`src/rtl/nibble_dispenser_pkg.sv`:
```
//------------------------------------------------------------------------------
// nibble_dispenser_pkg : shared types and constants for the nibble dispenser
// Revision 1.0 - initial release
//------------------------------------------------------------------------------
`default_nettype none

package nibble_dispenser_pkg;

  localparam int SUM_W     = 8;
  localparam int DATA_W    = 4;
  localparam int CHUNKS_W  = 5;
  localparam int MAX_CHUNK = 15;

  typedef enum logic [1:0] {
    IDLE = 2'd0,
    SEND = 2'd1,
    DONE = 2'd2
  } state_t;

endpackage : nibble_dispenser_pkg

`default_nettype wire

```
`src/rtl/dispense_datapath.sv`:
```
//------------------------------------------------------------------------------
// dispense_datapath : remaining/chunk-count registers with min/subtract logic
// Revision 1.0 - initial release
//------------------------------------------------------------------------------
`default_nettype none

module dispense_datapath #(
  parameter int SUM_W    = nibble_dispenser_pkg::SUM_W,
  parameter int DATA_W   = nibble_dispenser_pkg::DATA_W,
  parameter int CHUNKS_W = nibble_dispenser_pkg::CHUNKS_W
) (
  input  logic                clock,
  input  logic                rst_n,
  input  logic                load,
  input  logic                sub,
  input  logic                clr,
  input  logic [SUM_W-1:0]    total,
  output logic [SUM_W-1:0]    remaining,
  output logic [CHUNKS_W-1:0] chunks,
  output logic [DATA_W-1:0]   chunk,
  output logic                last
);

  localparam logic [SUM_W-1:0] MAX_SUM = SUM_W'((1 << DATA_W) - 1);

  // The emitted chunk never exceeds remaining, so the subtract cannot wrap.
  always_comb begin
    last  = (remaining <= MAX_SUM);
    chunk = last ? remaining[DATA_W-1:0] : MAX_SUM[DATA_W-1:0];
  end

  always_ff @(posedge clock or negedge rst_n) begin
    if (!rst_n) begin
      remaining <= '0;
      chunks    <= '0;
    end else if (clr) begin
      remaining <= '0;
      chunks    <= '0;
    end else if (load) begin
      remaining <= total;
      chunks    <= '0;
    end else if (sub) begin
      remaining <= remaining - SUM_W'(chunk);
      chunks    <= chunks + 1'b1;
    end
  end

endmodule : dispense_datapath

`default_nettype wire

```
`src/rtl/nibble_dispenser.sv`:
```
//------------------------------------------------------------------------------
// nibble_dispenser : splits a loaded total into valid/ready chunks of <= 15
// Revision 1.0 - initial release
//------------------------------------------------------------------------------
`default_nettype none

module nibble_dispenser #(
  parameter int SUM_W  = nibble_dispenser_pkg::SUM_W,
  parameter int DATA_W = nibble_dispenser_pkg::DATA_W
) (
  input  logic              clock,
  input  logic              rst_n,
  input  logic              start,
  input  logic [SUM_W-1:0]  total,
  input  logic              abort,
  input  logic              data_ready,
  output logic [DATA_W-1:0] data,
  output logic              data_valid,
  output logic [SUM_W-1:0]  remaining,
  output logic [4:0]        chunks,
  output logic              done,
  output logic              busy
);

  import nibble_dispenser_pkg::*;

  state_t            state;
  state_t            state_nxt;
  logic              load;
  logic              sub;
  logic              clr;
  logic              last;
  logic [DATA_W-1:0] chunk;

  dispense_datapath #(
    .SUM_W    (SUM_W),
    .DATA_W   (DATA_W),
    .CHUNKS_W (5)
  ) u_datapath (
    .clock     (clock),
    .rst_n     (rst_n),
    .load      (load),
    .sub       (sub),
    .clr       (clr),
    .total     (total),
    .remaining (remaining),
    .chunks    (chunks),
    .chunk     (chunk),
    .last      (last)
  );

  always_ff @(posedge clock or negedge rst_n) begin
    if (!rst_n) state <= IDLE;
    else        state <= state_nxt;
  end

  // Abort outranks transfer, so a cancelled cycle never moves data.
  always_comb begin
    state_nxt  = state;
    load       = 1'b0;
    sub        = 1'b0;
    clr        = 1'b0;
    data_valid = 1'b0;
    busy       = 1'b0;
    done       = 1'b0;
    data       = '0;
    unique case (state)
      IDLE: begin
        if (start) begin
          if (total != '0) begin
            load      = 1'b1;
            state_nxt = SEND;
          end else begin
            clr       = 1'b1;
            state_nxt = DONE;
          end
        end
      end
      SEND: begin
        data_valid = 1'b1;
        busy       = 1'b1;
        data       = chunk;
        if (abort) begin
          state_nxt = IDLE;
        end else if (data_ready) begin
          sub = 1'b1;
          if (last) state_nxt = DONE;
        end
      end
      DONE: begin
        done      = 1'b1;
        state_nxt = IDLE;
      end
      default: state_nxt = IDLE;
    endcase
  end

endmodule : nibble_dispenser

`default_nettype wire

```
`config.mk`:
```
export PLATFORM = sky130hd
export DESIGN_NAME = nibble_dispenser
export DESIGN_NICKNAME = d
export VERILOG_FILES = /design/src/rtl/nibble_dispenser_pkg.sv /design/src/rtl/dispense_datapath.sv /design/src/rtl/nibble_dispenser.sv
export SDC_FILE = /design/constraint.sdc
export NUM_CORES = 1
export LEC_CHECK = 0
export ABC_AREA = 1
export CORE_UTILIZATION = 45
export DETAILED_ROUTE_END_ITERATION = 8
export GPL_ROUTABILITY_DRIVEN = 0
export PLACE_DENSITY_LB_ADDON = 0.15
export SLEW_MARGIN = 5
export SYNTH_ARGS = -nofsm -noshare
export SYNTH_HDL_FRONTEND = slang
export SYNTH_SLANG_ARGS = --single-unit
export TNS_END_PERCENT = 100
```
`constraint.sdc`:
```
create_clock -name clock -period 1.8 [get_ports clock]
set_input_delay 0.18 -clock clock [delete_from_list [all_inputs] [get_ports clock]]
set_output_delay 0.18 -clock clock [all_outputs]
set_load 0.05 [all_outputs]
```
==> results of run 1 <==
==> repair_timing <==
action | in CTS | in global routing
setup endpoints to repair | 0 | 5
resized for setup | 0 | 5
buffers inserted | 0 | 2
==> power groups by stage <==
stage	logic [mW]	registers, mW	clock network (mW)
after floorplan	1.14	0.997	0
after global placement	2.03	0.619	0
final	2.10	0.620	0.206
after detailed placement	2.04	0.621	0
after CTS	2.05	0.618	0.212
after global routing	2.26	0.650	0.222
==> flip-flops by register name, indices dropped and copies added (netlist names) <==
| register | count |
|---|---|
| u_datapath.remaining | 8 |
| u_datapath.chunks | 5 |
| state | 2 |
==> layout make-up <==
class                   instances  area, µm²  area share, %
flip-flops and latches         15      375.4          27.35
inverters                      21      78.83          5.743
clock inverters                 1      5.005         0.3646
multi-input cells              99      519.2          37.83
well taps                      27      33.78          2.461
clock buffers                   3      22.52          1.641
repair buffers                 36      337.8          24.61
==> metal layers <==
layer / global-route usage, % / share of wire [%]
met3: 4.050 / 6.3
met5: 0 / 0
met2: 36.57 / 47
met1: 26.73 / 45
met4: 7.353 / 2.2
==> kinds of logic (layout without fill, tap and decap cells) <==
logic type	after synthesis	count (layout)	synth area share [%]
compound gates	22	22	13.53
xor+xnor	2	2	1.770
flops	15	15	37.93
fa+ha+maj	2	2	2.528
simple gates	73	73	33.88
buf+inv	24	61	10.37
==> final timing paths <==
check	startpoint	endpoint	slack, ns	cells past startpoint
max	u_datapath.remaining[6]$_DFFE_PN0P_	remaining[6]	0.06	1
max in group asynchronous	rst_n	u_datapath.chunks[1]$_DFFE_PN0P_	1.42	2
min in group clock	total[1]	u_datapath.remaining[1]$_DFFE_PN0P_	0.50	3
min	rst_n	u_datapath.remaining[7]$_DFFE_PN0P_	0.19	2
min reg2reg	u_datapath.chunks[0]$_DFFE_PN0P_	u_datapath.chunks[0]$_DFFE_PN0P_	0.53	1
max reg2reg	u_datapath.remaining[7]$_DFFE_PN0P_	u_datapath.remaining[6]$_DFFE_PN0P_	0.22	9
==> per-stage QoR <==
stage / util (%) / hold WS (ns)
after global placement: 65.16 / 0.5174
after floorplan: - / -0.1156
after detailed placement: 65.16 / 0.5170
after CTS: 66.52 / 0.1917
final: 67.88 / 0.1909
after global routing: 67.88 / 0.2106
==> Yosys cell counts, types with 2 or more instances <==
master | n | area (µm²)
nand2_2 | 4 | 25.02
inv_1 | 18 | 67.56
nand3_1 | 11 | 55.05
a21oi_1 | 6 | 30.03
o21ai_0 | 7 | 35.03
dfrtp_1 | 15 | 375.4
o221ai_1 | 2 | 17.52
nand4_1 | 2 | 12.51
nand2_1 | 34 | 127.6
nor3_1 | 2 | 10.01
ha_1 | 2 | 25.02
nor2_1 | 14 | 52.55
inv_2 | 2 | 7.510
o21ai_1 | 2 | 10.01
o21ai_2 | 2 | 17.52
==> impl_metrics.ini, run 1 <==
[clock_network]
cts_inserted_buffers = 3
clk_pin_slew_worst_paths_ns = 0.10
clk_latency_ns = 0.30
htreeDepth = 1
clock_sinks = 15
clockBufferDepth = 2
cts_hold_buf = 0
cts_tree = built
cts-root-buf = clkbuf_4

[sta]
final-hold-violation-count = 0
timing.slew.headroom_pct = 65.46
finalCritPeriodShare_pct = 96.91
finalSetupTns_ns = 0
slew_violations = 0
setup_viol_count_final = 0
tightest_slew_ns = 0.5173
rsz0062_at_grt = no
finClkSkew_ns = 0.009739
finalWorstSetupSlack_ns = 0.05555
fmax_mhz = 573.2
post-route-min-period_ns = 1.744

[place]
place_area_um2 = 1318
dpl.cell_count = 196
numPortBuffers = 32
dpl.hpwl_um = 1818
post-place-ws_ns = 0.09489

[die]
die_w_um = 48.90
io_pins = 33
std_cell_rows = 16
die_area_um2 = 2391
coreArea_um2 = 2022
start_util_pct = 48.95
die_y_um = 48.90

[worst_setup_path]
endpoint_kind = output pin
crit_family = buffers and inverters
required_ns = 1.62
critPathMaxStageDelay_ns = 0.83
critPathMaxFanout = 5
cp_cell_sequence = clkdlybuf4s50_1
crit_slowest_cell = clkdlybuf4s50_1
crit_type = register to output pin
crit_arrival_ns = 1.56
cp-start-kind = register
crit_buf_inv = 1

[cells_and_area]
nets = 191
final_cell_mix = 34 x nand2_1, 23 x clkdlybuf4s50_1, 18 x inv_1, 15 x dfrtp_1, 13 x nor2_1
final_cells = 202
final_common_cell = nand2_1
fillers = 170
final_area_um2 = 1373
drive_gt1_share_pct = 16.00
area_growth_pct = 38.69
n_antenna_cell = 0

[status]
status = finished, final reports clean

[synthesis]
syn_avg_cell_area_um2 = 7.172
ys_ff_latch = 15
seq_area_frac_synth_pct = 37.93
async_reset_ff_share_pct = 100.0
synthFlopType = dfrtp_1
syn-instance-count = 138
synth-edff-count = 0
synthesis.nets = 153
ys_types = 30
yosys_warnings = 0
synthesis.area_um2 = 989.7

[global_routing]
antenna_found_initial = 0
grt_pass1_wl_um = 3884
grt_max_degree = 16
grt.total_usage_pct = 21.34
grt_pass1_vias = 911
grt_overflow = 0

[run]
max_cap_violations = 0

[power_and_ir_drop]
p_int_mw = 1.249
p_sw_share_pct = 57.36
pwr-share-clk_pct = 7.0
p_seq_share_pct = 21.2
p_total_mw = 2.929
p_leak_nw = 0.7174
pwr-share-comb_pct = 71.8
p_per_area_nw_per_um2 = 2134
p_sw_mw = 1.680
peakVddDrop_mv = 1.389

[route]
firstDrtPassIters = 4
route.antenna.remaining_nets = 0
drtIter0Drc = 14
viasPerCell = 5.040
via_count = 1018
drcViolationCount = 0
routed_wirelength_um = 2394
avgRoutedWirePerCell_um = 11.85

[worst_hold_path]
hold_path_class = input pin to asynchronous set/reset pin
No activity file was read; power rests on OpenSTA's default activity.
==> run 2: changes to the inputs <==
- CORE_UTILIZATION: 45 -> 38
==> impl_metrics.ini, run 2 (synthesis gave the netlist of run 1 again) <==
[status]
status = finished, final reports clean

[route]
drtIter0Drc = 24
drcViolationCount = 0
avgRoutedWirePerCell_um = 12.05
firstDrtPassIters = 6
route.antenna.remaining_nets = 0
viasPerCell = 4.976
routed_wirelength_um = 2471
via_count = 1020

[place]
post-place-ws_ns = 0.2003
dpl.hpwl_um = 1921
numPortBuffers = 32

[worst_setup_path]
endpoint_kind = output pin
crit_slowest_cell = clkdlybuf4s50_1
crit_buf_inv = 1
reg2reg_from = u_datapath.remaining[7]$_DFFE_PN0P_
cp-start-kind = register
required_ns = 1.62
critPathMaxStageDelay_ns = 0.83
crit_family = buffers and inverters
r2r-end = u_datapath.remaining[4]$_DFFE_PN0P_
crit_arrival_ns = 1.56
crit_type = register to output pin
reg2reg_depth = 8
critPathMaxFanout = 5
cp_cell_sequence = clkdlybuf4s50_1
rrSetupSlack_ns = 0.28

[run]
max_cap_violations = 0

[die]
start_util_pct = 39.95
coreArea_um2 = 2477
die_w_um = 53.04
die_area_um2 = 2813
die_y_um = 53.04
io_pins = 33
std_cell_rows = 18

[clock_network]
clock_sinks = 15
cts_setup_buffers = 0
clk_latency_ns = 0.29
clk_pin_slew_worst_paths_ns = 0.10
htreeDepth = 1
cts_inserted_buffers = 3
cts-root-buf = clkbuf_4
clockBufferDepth = 2
cts_tree = built

[sta]
tightest_slew_ns = 0.5033
timing.slew.headroom_pct = 66.34
finalSetupTns_ns = 0
setup_viol_count_final = 0
finalCritPeriodShare_pct = 96.65
final-hold-violation-count = 0
finalWorstSetupSlack_ns = 0.06037
fmax_mhz = 574.8
finClkSkew_ns = 0.001326
slew_violations = 0
post-route-min-period_ns = 1.740
rsz0062_at_grt = no

[global_routing]
grt_pass1_vias = 875
antenna_found_initial = 0
grt_max_degree = 16
grt_overflow = 0
grt_pass1_wl_um = 3919
grt.total_usage_pct = 19.66

[worst_hold_path]
hold_path_class = input pin to asynchronous set/reset pin

[power_and_ir_drop]
p_per_area_nw_per_um2 = 2141
p_leak_nw = 0.7036
peakVddDrop_mv = 1.562

[cells_and_area]
final_common_cell = nand2_1
regMostFlops = u_datapath.remaining
drive_gt1_share_pct = 17.14
nets = 191
largestRegisters = u_datapath.remaining x8, u_datapath.chunks x5, state x2
largest_reg_flops = 8
n_antenna_cell = 0
final_cell_mix = 34 x nand2_1, 22 x clkdlybuf4s50_1, 18 x inv_1, 15 x dfrtp_1
area_growth_pct = 38.56
run 2: cell types whose count changed in the layout (fill, tap and decap cells not counted):
cell             delta
buf_4               +2
clkinv_2            -1
o21ai_0             +1
clkinvlp_4          +1
o21ai_1             -1
clkdlybuf4s50_1     -1
dlymetal6s2s_1      -1
run 2: layout make-up:
cell class,count,area [µm²]
Sequential cell,15,375.4
Multi-Input combinational cell,99,519.2
Inverter,21,78.83
Clock buffer,3,22.52
Timing Repair Buffer,36,330.3
Clock inverter,1,7.507
Fill cell,232,1106
Tap cell,30,37.54
run 2: through the flow:
step / cell area (µm²) / hold WS [ns] / util (%) / std cells / power [mW]
finish: 1371 / 0.1895 / 55.35 / 205 / 2.936
floorplan: 989.7 / -0.1156 / - / 138 / 2.136
detailed placement: 1331 / 0.5193 / 53.74 / 201 / 2.713
CTS: 1361 / 0.1920 / 54.95 / 205 / 2.930
global placement: 1331 / 0.5114 / 53.74 / 201 / 2.686
global route: 1371 / 0.2136 / 55.35 / 205 / 3.146
run 2: metal layers:
layer | vias to the layer above | share of wire [%] | track usage [%]
li1 | 522 | - | -
met1 | 462 | 45 | 23.12
met2 | 34 | 50 | 35.23
met3 | 2 | 4.7 | 5.460
met4 | 0 | 0.40 | 3.947
met5 | - | 0 | 0
run 2: power by group:
part / switching [mW] / leakage [nW] / internal (mW)
Sequential: 0.148 / 0.192 / 0.470
Combinational: 1.42 / 0.497 / 0.688
Clock: 0.125 / 0.0139 / 0.0846
run 2: timing repair:
item	CTS	global route
resized for setup	0	3
endpoints found under the setup margin	0	2
hold buffers	0	0
run 2: worst max path at each step:
stage	startpoint	to	cells past startpoint
2_1_floorplan	u_datapath.remaining[4]$_DFFE_PN0P_	u_datapath.remaining[6]$_DFFE_PN0P_	11
3_3_place_gp	start	u_datapath.remaining[3]$_DFFE_PN0P_	8
3_5_place_dp	start	u_datapath.remaining[3]$_DFFE_PN0P_	8
4_1_cts	u_datapath.remaining[5]$_DFFE_PN0P_	remaining[5]	1
5_1_grt	u_datapath.remaining[6]$_DFFE_PN0P_	remaining[6]	1
6_report	u_datapath.remaining[6]$_DFFE_PN0P_	remaining[6]	1
